`src/rtl/ram_sweep_ctrl.sv`:
```
// Write/read-back sweep controller for a single-port synchronous RAM.
// Writes P(a) = SEED ^ a to every address, reads everything back and reports mismatches.
module ram_sweep_ctrl #(
   parameter int ADDR_W = 8,
   parameter int DATA_W = 16,
   parameter int RD_LAT = 1,
   parameter logic [DATA_W-1:0] SEED = 16'hA5C3
) (
   input  logic              Clk,
   input  logic              Reset,
   input  logic              start,
   output logic [ADDR_W-1:0] ram_addr,
   output logic [DATA_W-1:0] ram_data,
   output logic              ram_wren,
   output logic              ram_rden,
   input  logic [DATA_W-1:0] ram_q,
   output logic              busy,
   output logic              done,
   output logic              pass,
   output logic [ADDR_W:0]   err_count,
   output logic [ADDR_W-1:0] first_err_addr,
   output logic [2:0]        fsm_state
);

   localparam int CNT_W = ADDR_W + 1;

   localparam logic [2:0] S_IDLE  = 3'd0;
   localparam logic [2:0] S_WRITE = 3'd1;
   localparam logic [2:0] S_READ  = 3'd2;
   localparam logic [2:0] S_DRAIN = 3'd3;
   localparam logic [2:0] S_DONE  = 3'd4;

   logic [2:0]        state;
   logic [1:0]        drain_cnt;
   logic              pipe_vld  [RD_LAT];
   logic [ADDR_W-1:0] pipe_addr [RD_LAT];
   logic              out_vld;
   logic [ADDR_W-1:0] out_addr;
   logic              mismatch;
   logic              last_addr;

   function automatic logic [DATA_W-1:0] pattern(input logic [ADDR_W-1:0] a);
      return SEED ^ DATA_W'(a);
   endfunction

   assign fsm_state = state;
   assign out_vld   = pipe_vld[RD_LAT-1];
   assign out_addr  = pipe_addr[RD_LAT-1];
   assign mismatch  = out_vld && (ram_q != pattern(out_addr));
   assign last_addr = (ram_addr == {ADDR_W{1'b1}});

   // Each issued read travels alongside its address until the RAM returns its data.
   always_ff @(posedge Clk or posedge Reset) begin
      if (Reset) begin
         for (int i = 0; i < RD_LAT; i++) begin
            pipe_vld[i]  <= 1'b0;
            pipe_addr[i] <= '0;
         end
      end else begin
         pipe_vld[0]  <= ram_rden;
         pipe_addr[0] <= ram_addr;
         for (int i = 1; i < RD_LAT; i++) begin
            pipe_vld[i]  <= pipe_vld[i-1];
            pipe_addr[i] <= pipe_addr[i-1];
         end
      end
   end

   always_ff @(posedge Clk or posedge Reset) begin
      if (Reset) begin
         state          <= S_IDLE;
         drain_cnt      <= '0;
         ram_addr       <= '0;
         ram_data       <= '0;
         ram_wren       <= 1'b0;
         ram_rden       <= 1'b0;
         busy           <= 1'b0;
         done           <= 1'b0;
         pass           <= 1'b0;
         err_count      <= '0;
         first_err_addr <= '0;
      end else begin
         done <= 1'b0;
         if (mismatch) begin
            err_count <= err_count + CNT_W'(1);
            if (err_count == '0) first_err_addr <= out_addr;
         end
         case (state)
            S_IDLE: begin
               if (start) begin
                  state          <= S_WRITE;
                  busy           <= 1'b1;
                  pass           <= 1'b0;
                  err_count      <= '0;
                  first_err_addr <= '0;
                  ram_wren       <= 1'b1;
                  ram_addr       <= '0;
                  ram_data       <= pattern('0);
               end
            end
            S_WRITE: begin
               if (last_addr) begin
                  state    <= S_READ;
                  ram_wren <= 1'b0;
                  ram_rden <= 1'b1;
                  ram_addr <= '0;
               end else begin
                  ram_addr <= ram_addr + ADDR_W'(1);
                  ram_data <= pattern(ram_addr + ADDR_W'(1));
               end
            end
            S_READ: begin
               if (last_addr) begin
                  state     <= S_DRAIN;
                  ram_rden  <= 1'b0;
                  ram_addr  <= '0;
                  drain_cnt <= '0;
               end else begin
                  ram_addr <= ram_addr + ADDR_W'(1);
               end
            end
            S_DRAIN: begin
               // The last read's data is compared on the edge that leaves DRAIN.
               if (drain_cnt == 2'(RD_LAT - 1)) state <= S_DONE;
               else drain_cnt <= drain_cnt + 2'd1;
            end
            S_DONE: begin
               done  <= 1'b1;
               busy  <= 1'b0;
               pass  <= (err_count == '0);
               state <= S_IDLE;
            end
            default: state <= S_IDLE;
         endcase
      end
   end

endmodule

```
`config.mk`:
```
export PLATFORM = sky130hd
export DESIGN_NAME = ram_sweep_ctrl
export DESIGN_NICKNAME = d
export VERILOG_FILES = /design/src/rtl/ram_sweep_ctrl.sv
export SDC_FILE = /design/constraint.sdc
export NUM_CORES = 1
export LEC_CHECK = 0
export CORE_MARGIN = 4
export CORE_UTILIZATION = 50
export CTS_BUF_LIST = sky130_fd_sc_hd__clkbuf_8
export DETAILED_ROUTE_END_ITERATION = 8
export GPL_ROUTABILITY_DRIVEN = 0
export HOLD_SLACK_MARGIN = 0.08
export PLACE_DENSITY_LB_ADDON = 0.1
export SLEW_MARGIN = 20
export SYNTH_ARGS = -nofsm -noshare
export SYNTH_HDL_FRONTEND = slang
export SYNTH_SLANG_ARGS = --single-unit
export TNS_END_PERCENT = 100
```
`constraint.sdc`:
```
create_clock -name Clk -period 2.1 [get_ports Clk]
set_input_delay 0.42 -clock Clk [delete_from_list [all_inputs] [get_ports Clk]]
set_output_delay 0.42 -clock Clk [all_outputs]
set_load 0.1 [all_outputs]
```
# == Word level (Yosys, flattened, before mapping) ==
# Cells that the tools add are included.
# W data, S select, Z words.
# word_totals
ramBits,0
latch_bits,0
reg_bits,60
memories,0
mem_bits_ro,0
out_inout_bits,49
inputBits,19
elab_cells,77
# classes
div,0
mul,0
bitwise,2
n_mux,30
reduce_logical,17
add_sub_neg,3
order_cmp,0
shift,0
n_eq_ne,12
# op_table
op,n
$mux W8,6
$mux W16,2
$pmux W16 S2,1
$mux W9,3
$ne A16 B16 Y1,1
$not A4 Y8,2
$pmux W8 S2,1
$mux W3,4
$ne A2 B2 Y1 const B,6
$pmux W3 S4,1
$reduce_and A3 Y1,4
$reduce_bool A2 Y1,5
$add A9 B1 Y9 const B,1
$logic_not A9 Y1,1
$add A8 B1 Y8 const B,1
$eq A8 B8 Y1 const B,1
$pmux W1 S2,4
$eq A3 B2 Y1 const B,2
$mux W1,5
$mux W2,2
$pmux W2 S2,1
$reduce_and A2 Y1,2
$reduce_and A4 Y1,1
$eq A3 B1 Y1 const B,1
other kinds (6),6

# == Longest topological paths before layout ==
# depth
word_depth,6
depth_mapped,8
mapped_depth_nobuf,7

# == Worst setup path before layout ==
# Ideal clock, no wire load.
# synth_path
path_kind,register to register
startpoint,register ram_addr[0]
endpoint,register ram_data[7]
path_slack_ns,-0.430
arrival_time_ns,2.409
synth_period_minus_slack_ns,2.530
path_stages_with_launch,7
path_cell_list,dfrtp_1 > ha_1 > nand3_2 > nor2_4 > nand3_1 > o21a_1 > o22a_1
# synth_between
elab_chain_len,4
elab_cells_between_ends,7
classes_between,1 x add/sub; 2 x eq/ne; 2 x mux; 1 x bitwise; 1 x reduce/logical
# synth_lines
element,line_no,rtl
start: declaration,12,"output logic [ADDR_W-1:0] ram_addr,"
start signal: assignment,108,ram_addr <= ram_addr + ADDR_W'(1);
start signal: assignment,119,ram_addr <= ram_addr + ADDR_W'(1);
$add A8 B1 Y8,109,ram_data <= pattern(ram_addr + ADDR_W'(1));
$not A4 Y8 (no line),n/a,
$mux W16,102,if (last_addr) begin
$pmux W16 S2,88,case (state)
end signal: assignment,98,ram_data <= pattern('0);
end signal: assignment,109,
end: declaration,13,"output logic [DATA_W-1:0] ram_data,"
# Several ways; a longest one is shown, not always the timed one. The select of a mux whose other input is x is not followed.
# A chain may end at the register's enable or synchronous reset.

# == Worst setup path in the final report ==
# layout_path
startpoint,input port ram_q[6]
endpoint,register err_count[6]
# layout_between
elab_chain_len,5
# layout_lines
element,line_no,rtl
start: declaration,16,"input logic [DATA_W-1:0] ram_q,"
$ne A16 B16 Y1 (*),49,assign mismatch = out_vld && (ram_q != pattern(out_addr));
$logic_and A1 B1 Y1 (*),49,
$mux W9 (*),84,if (mismatch) begin
$mux W9,90,if (start) begin
$mux W9 (*),88,
end signal: assignment,85,err_count <= err_count + CNT_W'(1);
end: declaration,20,"output logic [ADDR_W:0] err_count,"
# Every way passes the cells marked *; elsewhere a longest branch is shown, timed or not.

==> impl_metrics.xml <==
<?xml version="1.0" encoding="UTF-8"?>
<metrics>
  <group name="setup_path">
    <metric name="setup.worst_path.class" unit="">input port to register</metric>
    <metric name="timing.critical_path.to_type" unit="">register</metric>
    <metric name="critical_path_arrival" unit="ns">2.09</metric>
    <metric name="worst_setup_path_start_kind" unit="">input port</metric>
    <metric name="path_max_fanout" unit="">11</metric>
    <metric name="r2r_setup_slack" unit="ns">0.30</metric>
    <metric name="required_time_at_the_worst_slack_endpoint" unit="ns">2.34</metric>
  </group>
  <group name="run">
    <metric name="maxCapViolCount" unit="">0</metric>
  </group>
  <group name="synth">
    <metric name="syn_inst" unit="">255</metric>
    <metric name="ys_dominant_reg_cell" unit="">dfrtp_1</metric>
    <metric name="ys_ff_latch" unit="">53</metric>
    <metric name="yosysSeqAreaShare" unit="">0.516</metric>
    <metric name="synth_cell_types" unit="">45</metric>
    <metric name="mappedNetlistArea" unit="mm^2">0.00257</metric>
    <metric name="synth_area_per_cell" unit="um^2">10.1</metric>
    <metric name="postSynth.asyncResetShare" unit="">1.00</metric>
    <metric name="yosys_warnings" unit="">0</metric>
    <metric name="synth-edff-count" unit="">0</metric>
  </group>
  <group name="drt">
    <metric name="via_count" unit="">2036</metric>
    <metric name="post_detailed_routing_wire_length" unit="um">5530</metric>
    <metric name="detailedRoute.firstIterationViolations" unit="">43</metric>
    <metric name="drc" unit="">0</metric>
    <metric name="final_routed_wire_length_divided_by_cell_count" unit="um">14.1</metric>
    <metric name="drtAntennaViolNets" unit="">0</metric>
    <metric name="vias_per_cell" unit="">5.18</metric>
    <metric name="first_pass_iteration_count_of_the_detailed_router" unit="">4</metric>
  </group>
  <group name="clocking">
    <metric name="cts_post_setup_buffers_inserted" unit="">0</metric>
    <metric name="ctsResizeCount" unit="">0</metric>
    <metric name="cts_root_buf" unit="">clkbuf_8</metric>
    <metric name="cts_buffers" unit="">5</metric>
    <metric name="numClockSinks" unit="">53</metric>
    <metric name="clk_transition_reported_paths" unit="ns">0.10</metric>
    <metric name="tritoncts" unit="">yes</metric>
    <metric name="clock_latency" unit="ns">0.31</metric>
    <metric name="cts.path.max_buffers" unit="">2</metric>
    <metric name="h_tree_depth" unit="">2</metric>
    <metric name="cts.hold.buffers_added" unit="">0</metric>
  </group>
  <group name="sta">
    <metric name="skew" unit="ns">0.00558</metric>
    <metric name="grt_setup_unrepaired" unit="">false</metric>
    <metric name="final_report_setup_violation_count" unit="">0</metric>
    <metric name="fmax" unit="MHz">540</metric>
    <metric name="setup-tns-final" unit="ns">0</metric>
    <metric name="final_min_period_over_clock_period" unit="">0.882</metric>
    <metric name="finalCriticalPeriod" unit="ns">1.85</metric>
    <metric name="slew_viol_final" unit="">0</metric>
    <metric name="finalHoldViolations" unit="">0</metric>
    <metric name="final_hold_slack" unit="ns">0.351</metric>
  </group>
  <group name="outcome">
    <metric name="status" unit="">finished, final reports clean</metric>
  </group>
  <group name="layout">
    <metric name="layout.cells.most_common_list" unit="">buf_4, dfrtp_1, nand2_1</metric>
    <metric name="layout-drive-gt1-share" unit="">0.267</metric>
    <metric name="num-nets-final" unit="">348</metric>
    <metric name="area_overhead_of_the_layout_relative_to_synthesis" unit="%">28.8</metric>
    <metric name="layout.cells.most_common" unit="">buf_4</metric>
    <metric name="diodes" unit="">0</metric>
    <metric name="finalCoreUtilization" unit="">0.683</metric>
  </group>
  <group name="die">
    <metric name="top_level_ports" unit="">68</metric>
    <metric name="core" unit="mm^2">0.00485</metric>
    <metric name="fp.dieArea" unit="mm^2">0.00635</metric>
    <metric name="floorplan.rows" unit="">25</metric>
    <metric name="die_x" unit="um">79.7</metric>
    <metric name="initial_core_util" unit="">0.530</metric>
    <metric name="fp.dieH" unit="um">79.7</metric>
  </group>
  <group name="global_routing">
    <metric name="maximum_number_of_pins_on_one_net_before_global_route_repair" unit="">24</metric>
    <metric name="use_met1" unit="">0.243</metric>
    <metric name="grt_pass1_vias" unit="">1922</metric>
    <metric name="globalRouteTotalUtil" unit="">0.181</metric>
    <metric name="first_pass_grt_wire_length" unit="um">9070</metric>
    <metric name="busiest_layer" unit="">met2</metric>
    <metric name="grt.met2_usage" unit="">0.297</metric>
    <metric name="grt_overflow_total" unit="">0</metric>
    <metric name="antenna_found_initial" unit="">0</metric>
    <metric name="global_route_met3_utilization" unit="">0.0406</metric>
  </group>
  <group name="place">
    <metric name="port_buffers" unit="">63</metric>
    <metric name="place.detailed.hpwl" unit="um">4240</metric>
  </group>
  <group name="min_path">
    <metric name="hold_path_class" unit="">input port to async pin</metric>
  </group>
</metrics>
==> registers in the layout, indices dropped and copies added, names as in the netlist <==
signal and cells:
ram_wren 1, pass 1, first_err_addr 8, busy 1, fsm_state 3, done 1, ram_addr 8, err_count 9
ram_data 9, out_addr 8, ram_rden 1, drain_cnt 2, out_vld 1
==> synthesized netlist by cell type (all sizes together) (7+ instances only) <==
library cell	instances	area [um^2]
nand3	19	100
xor2	7	61.3
dfrtp	53	1330
nor2	18	75.1
buf	11	81.3
xnor2	11	96.3
nand2	37	139
o21ai	25	129
inv	12	45.0
a21oi	8	47.6
==> cell families (layout without fill, tap and decap cells) <==
group                    Yosys count  after routing  synth area share
AND/OR/NAND/NOR                   94             94             0.188
AO/OA/AOI/OAI                     57             57             0.152
flip-flops                        53             53             0.516
buffers and inverters             26             94            0.0535
XOR/XNOR                          18             18            0.0613
adder cells (fa/ha/maj)            4              4            0.0195
multiplexers                       2              2           0.00779
other                              1              4           0.00146
==> path summary, 6_finish.rpt <==
path                                  start      endpoint  depth (start not counted)
worst min register to register     ram_rden       out_vld                          0
min in group Clk                   ram_rden       out_vld                          0
worst min-delay path                  Reset  err_count[3]                          2
worst max register to register  ram_addr[1]   ram_data[7]                          6
worst max-delay path               ram_q[6]  err_count[6]                          7
max in group asynchronous             Reset  fsm_state[0]                          3
==> through the flow <==
stage | cells | setup WS, ns | instance area, um^2
after floorplan | 258 | 0.00210 | 2610
after global placement | 385 | -0.00449 | 3210
after detailed placement | 385 | -0.0664 | 3210
after CTS | 393 | 0.133 | 3300
after global routing | 393 | 0.131 | 3310
final | 393 | 0.248 | 3310
==> worst max-delay path: stages <==
cell	delay [ns]
clkdlybuf4s50_1	0.45
xnor2_1	0.17
nor4_4	0.37
a31oi_1	0.15
buf_4	0.22
nand4_1	0.12
mux2i_1	0.18
==> per-layer routing <==
metal / part of all wire / vias up
met5: 0 / -
met4: 0.0083 / 0
met3: 0.057 / 5
met2: 0.47 / 57
met1: 0.47 / 954
li1: - / 1020
==> layout make-up <==
class | count | area (um^2)
fill | 379 | 1540
sequential | 53 | 1340
multi-input combinational | 179 | 1140
timing repair buffer | 74 | 613
tap | 67 | 83.8
clock buffer | 5 | 68.8
inverter | 12 | 45.0
clock inverter | 3 | 21.3
Power is left out: the tool's default activity adds up to more than one toggle a clock period on the data nets, which glitch-free logic cannot reach.
==> edit 1 (same flow settings) <==
Set the parameter `ADDR_W` to 7 (it was 8).
--- a/src/rtl/ram_sweep_ctrl.sv
+++ b/src/rtl/ram_sweep_ctrl.sv
@@ -2,5 +2,5 @@
 // Writes P(a) = SEED ^ a to every address, reads everything back and reports mismatches.
 module ram_sweep_ctrl #(
-   parameter int ADDR_W = 8,
+   parameter int ADDR_W = 7,
    parameter int DATA_W = 16,
    parameter int RD_LAT = 1,
Ports: changed (resized err_count, first_err_addr and ram_addr); port bits go from 68 to 65. The function was not compared with the original's and may differ.
==> edit 1 against the unedited design <==
  * Synthesized area fell by 9.7%
  * Cell area is 9.2% lower
  * Hold slack improved by 0.056 ns
  * Sequential cell count shrank 5
  * Wire length shrank 11%
  * Setup slack lost 0.13 ns
Power is left out: the tool's default activity adds up to more than one toggle a clock period on the data nets, which glitch-free logic cannot reach.
==> edit 1: results (changes against the unedited design) <==
- DP Area: 0.00290 mm^2 (-9.7%)
- Initial antenna violation count: 0 (unchanged)
- Setup repair bufs after CTS: 0 (unchanged)
- Slowest-stage cell, CP: dfrtp_4
- Top flop regs: err_count x8, ram_data x8
- Synth area leaders: dfrtp_1, nand2_1, xnor2_1, mux2i_1, o21ai_1
- Fin Clk Skew: 0.00135 ns (-0.00423 ns)
- # resized after CTS: 0 (unchanged)
- Root buf cell: clkbuf_8
- Total Routing Usage GR: 17.9% (-0.14 points)
- Ys Warns: 0 (unchanged)
- Drt total wl: 4930 um (-11%)
- Synth top cells by count: dfrtp_1, nand2_1, inv_1, o21ai_1, nand3_1
- Htree depth: 2 (unchanged)
- Ys async rst share: 100% (unchanged)
- Pin count of the biggest net entering global routing: 34 (+42%)
- Ant. Diodes: 0 (unchanged)
- Clock slew at reported path FFs: 0.08 ns (-0.02 ns)
- Arrival time at the worst endpoint: 2.21 ns (+0.12 ns)
- Delay-heaviest family, CP: simple AND/OR/NAND/NOR gates
- Worst-case clock buffer depth: 2 (unchanged)
- Crit path largest cell delay: 0.53 ns (+0.08 ns)
- DRT antenna net count: 0 (unchanged)
- # port buffers: 60 (-4.8%)
- Post-DP HPWL: 3630 um (-14%)
- CP Max Fanout: 8 (-3)
- Clk_lat worst skew: 0.29 ns (-0.02 ns)
- Status: finished, final reports clean
- Number of CTS-inserted buffers: 5 (unchanged)
- Layout cells sized above 1: 23.6% (-3.1 points)
- DR vias: 1806 (-11%)
- Final Hold Viols: 0 (unchanged)
- Post-synthesis sequential area ratio: 51.7% (+0.14 points)
- Worst rel slew slack: 62.2%
- Worst Hold Class: primary input to async pin
- Synth Area per Inst: 10.1 um^2 (-0.30%)
- Distinct cells, synth: 41 (-8.9%)
- Non-Filler Instances: 344 (-12%)
- NumNets Final: 314 (-9.8%)
- Initial DRC count: 66 (+53%)
- First-pass GRT wire length: 8690 um (-4.2%)
- Vias in the first global route: 1856 (-3.4%)
- Drt pass-1 iters: 4 (unchanged)
- Ys flop type: dfrtp_1
-- edit 1: changes by cell type in the layout (fill, tap and decap cells not counted), moves of 4 or more --
cell,change
nor2_1,-11
o21ai_0,-10
buf_4,-9
nand3_1,-8
dfrtp_2,-5
mux2i_1,+5
o21ai_1,+4
o22a_1,-4
or3_1,+4
-- edit 1: area by class of cell --
cell class / count / area, um^2
Clock buffer: 5 / 68.8
Clock inverter: 3 / 38.8
Fill cell: 360 / 1410
Inverter: 12 / 45.0
Multi-Input combinational cell: 157 / 988
Sequential cell: 48 / 1210
Tap cell: 52 / 65.1
Timing Repair Buffer: 67 / 586
-- edit 1: per-layer routing --
| metal | share of wire [%] | up-vias | GRT usage [%] |
|---|---|---|---|
| met4 | 0.39 | 0 | 4.20 |
| li1 | - | 901 | - |
| met3 | 6.1 | 2 | 5.08 |
| met5 | 0 | - | 0 |
| met2 | 48 | 53 | 29.0 |
| met1 | 46 | 850 | 23.8 |
-- edit 1: worst paths after layout --
kind	depth (start not counted)	to	startpoint	slack, ns
worst max-delay path	6	ram_addr[2]$_DFFE_PP0P_	ram_addr[0]$_DFFE_PP0P_	0.12
worst min-delay path	2	done$_DFF_PP0_	Reset	0.41
max in group asynchronous	3	ram_addr[1]$_DFFE_PP0P_	Reset	1.19
worst max register to register	6	ram_addr[2]$_DFFE_PP0P_	ram_addr[0]$_DFFE_PP0P_	0.12
worst min register to register	0	out_vld$_DFF_PP0_	ram_rden$_DFFE_PP0P_	0.47
min in group Clk	0	out_vld$_DFF_PP0_	ram_rden$_DFFE_PP0P_	0.47
-- edit 1: through the flow --
step,hold WS (ns),setup WS (ns)
2_1_floorplan,0.476,-0.0546
3_5_place_dp,0.450,-0.124
6_report,0.407,0.122
4_1_cts,0.407,0.112
3_3_place_gp,0.440,-0.0837
5_1_grt,0.424,0.0336
-- edit 1: cell families (layout without fill, tap and decap cells) --
logic type               Yosys count  count (layout)  share of synthesized area [%]
AND/OR/NAND/NOR                   82              82                           17.7
flip-flops                        48              48                           51.7
AO/OA/AOI/OAI                     47              47                           13.6
buffers and inverters             29              87                           6.73
XOR/XNOR                          13              13                           4.90
multiplexers                       7               7                           3.02
adder cells (fa/ha/maj)            4               4                           2.16
other                              1               4                          0.161
==> edit 2 (config.mk and constraints unchanged) <==
Made on the original files. Make the reset (`Reset`) synchronous in 2 clocked blocks.
--- a/src/rtl/ram_sweep_ctrl.sv
+++ b/src/rtl/ram_sweep_ctrl.sv
@@ -51,5 +51,5 @@
 
    // Each issued read travels alongside its address until the RAM returns its data.
-   always_ff @(posedge Clk or posedge Reset) begin
+   always_ff @(posedge Clk) begin
       if (Reset) begin
          for (int i = 0; i < RD_LAT; i++) begin
@@ -67,5 +67,5 @@
    end
 
-   always_ff @(posedge Clk or posedge Reset) begin
+   always_ff @(posedge Clk) begin
       if (Reset) begin
          state          <= S_IDLE;
Check against the original RTL: differs if Reset is asserted again (counterexample within 4 cycles, from zero or initial values and one cycle with Reset high); with Reset held inactive, the same outputs for 10 cycles.
==> edit 2 against the unedited design <==
  * Synthesized cell count is 6.7% higher
  * Cell area is 2.0% lower
  * Sequential cell count stayed put
  * Synthesized area is 1.1% lower
  * Setup slack better by 0.041 ns
  * Clock skew is 0.0021 ns higher
  * Wire length is 1.2% higher
==> edit 2: results (changes against the unedited design) <==
- DP Area: 0.00313 mm^2 (-2.6%)
- Post-DP HPWL: 4150 um (-2.1%)
- Seq. cell area: 0.00108 mm^2 (-19%)
- Layout cells sized above 1: 29.9% (+3.3 points)
- Drt pass-1 iters: 4 (unchanged)
- Syn Inst Count: 272 (+6.7%)
- # resized after CTS: 0 (unchanged)
- Worst hold path cell count: 2
- Cell count after placement: 393 (+2.1%)
- Vias in the first global route: 1947 (+1.3%)
- Pin count of the biggest net entering global routing: 18 (-25%)
- Multi-input gates: 190 (+6.1%)
- Worst Hold Class: register to register
- Worst reg2reg path endpoint: ram_data[3]$_SDFFE_PP0P_
- R2r setup slk: 0.42 ns (+0.12 ns)
- Initial DRC count: 56 (+30%)
- Signal buf overhead: 18.4% (-0.17 points)
- Delay-heaviest family, CP: simple AND/OR/NAND/NOR gates
- Ys Warns: 0 (unchanged)
- Wire length on met3: 292 um (-7.6%)
- Hold endpoint: ram_data[1]$_SDFFE_PP0P_
- Ys flop type: dfxtp_1
- Inverters excl. clock: 13 (+1)
- Flip-flop and latch count: 53 (unchanged)
- Post-synthesis sequential area ratio: 41.7% (-9.8 points)
- Vias per cell: 5.34 (+3.1%)
- Seq area share: 33.2% (-7.2 points)
- Worst hold slack: 0.470 ns (+0.120 ns)
- Synth area leaders: dfxtp_1, xnor2_1, nand3_1, a21oi_2, nor2_1
- CP Max Fanout: 10 (-1)
- Met3 GRT Util: 4.54% (+0.47 points)
- Worst slack, placed: -0.0434 ns (+0.0229 ns)
- Worst-case reg-to-reg path depth: 5 (-1)
- First-pass GRT wire length: 9210 um (+1.5%)
- DR vias: 2141 (+5.2%)
- Slowest-stage cell, CP: clkdlybuf4s50_1
- Worst rel slew slack: 66.0%
- Repair and plain buffers: 70 (-5.4%)
- Power Total: 2130 uW
- # port buffers: 63 (unchanged)
- Ys async rst share: 0% (-100 points)
- Metal-1 WL: 2500 um (-3.1%)
- Final-layout clock buffer total: 6 (+1)
- Status: finished, final reports clean
- Synth top cells by count: dfxtp_1, nor2_1, nand3_1
- Total Routing Usage GR: 18.5% (+0.40 points)
- Comb pwr share: 17.8%
- NumNets Final: 356 (+2.3%)
- Fraction of area in multi-input gates: 40.7% (+6.3 points)
- Met1 usage: 23.2% (-1.1 points)
- Fillers: 439 (+16%)
- Reg2reg start: ram_addr[1]$_SDFFE_PP0P_
- Met2 Use GR: 30.5% (+0.76 points)
- Clock Network Area Fraction: 3.59% (+0.86 points)
- Worst Setup SP: ram_q[3]
- Distinct cells, synth: 51 (+13%)
- Fin Clk Skew: 0.00772 ns (+0.00214 ns)
- Met2 wire length: 2710 um (+4.9%)
- Htree depth: 2 (unchanged)
- DR WL/cell: 14.0 um (-0.81%)
==> edit 2: logic make-up (layout without fill, tap and decap cells) <==
family | Yosys count | after routing | share of synthesized area [%]
DFF | 53 | 53 | 41.7
xor gates and xnor gates | 17 | 17 | 6.45
adders and majority gates | 4 | 4 | 1.97
other | 1 | 4 | 0.147
buffers and inverters | 32 | 91 | 6.69
and+or+nand+nor | 92 | 92 | 20.8
AOI/OAI and AO/OA | 73 | 73 | 22.2
==> edit 2: how the worst max path moves through the flow <==
stage                                         endpoint  slack [ns]  cells after the start
final                     first_err_addr[3]$_SDFF_PP0_        0.29                      6
after global routing           err_count[0]$_SDFF_PP0_        0.18                      6
after CTS                      err_count[0]$_SDFF_PP0_        0.29                      6
after detailed placement       err_count[0]$_SDFF_PP0_       -0.04                      6
after global placement         err_count[0]$_SDFF_PP0_       -0.02                      6
after floorplan                err_count[5]$_SDFF_PP0_        0.04                      5
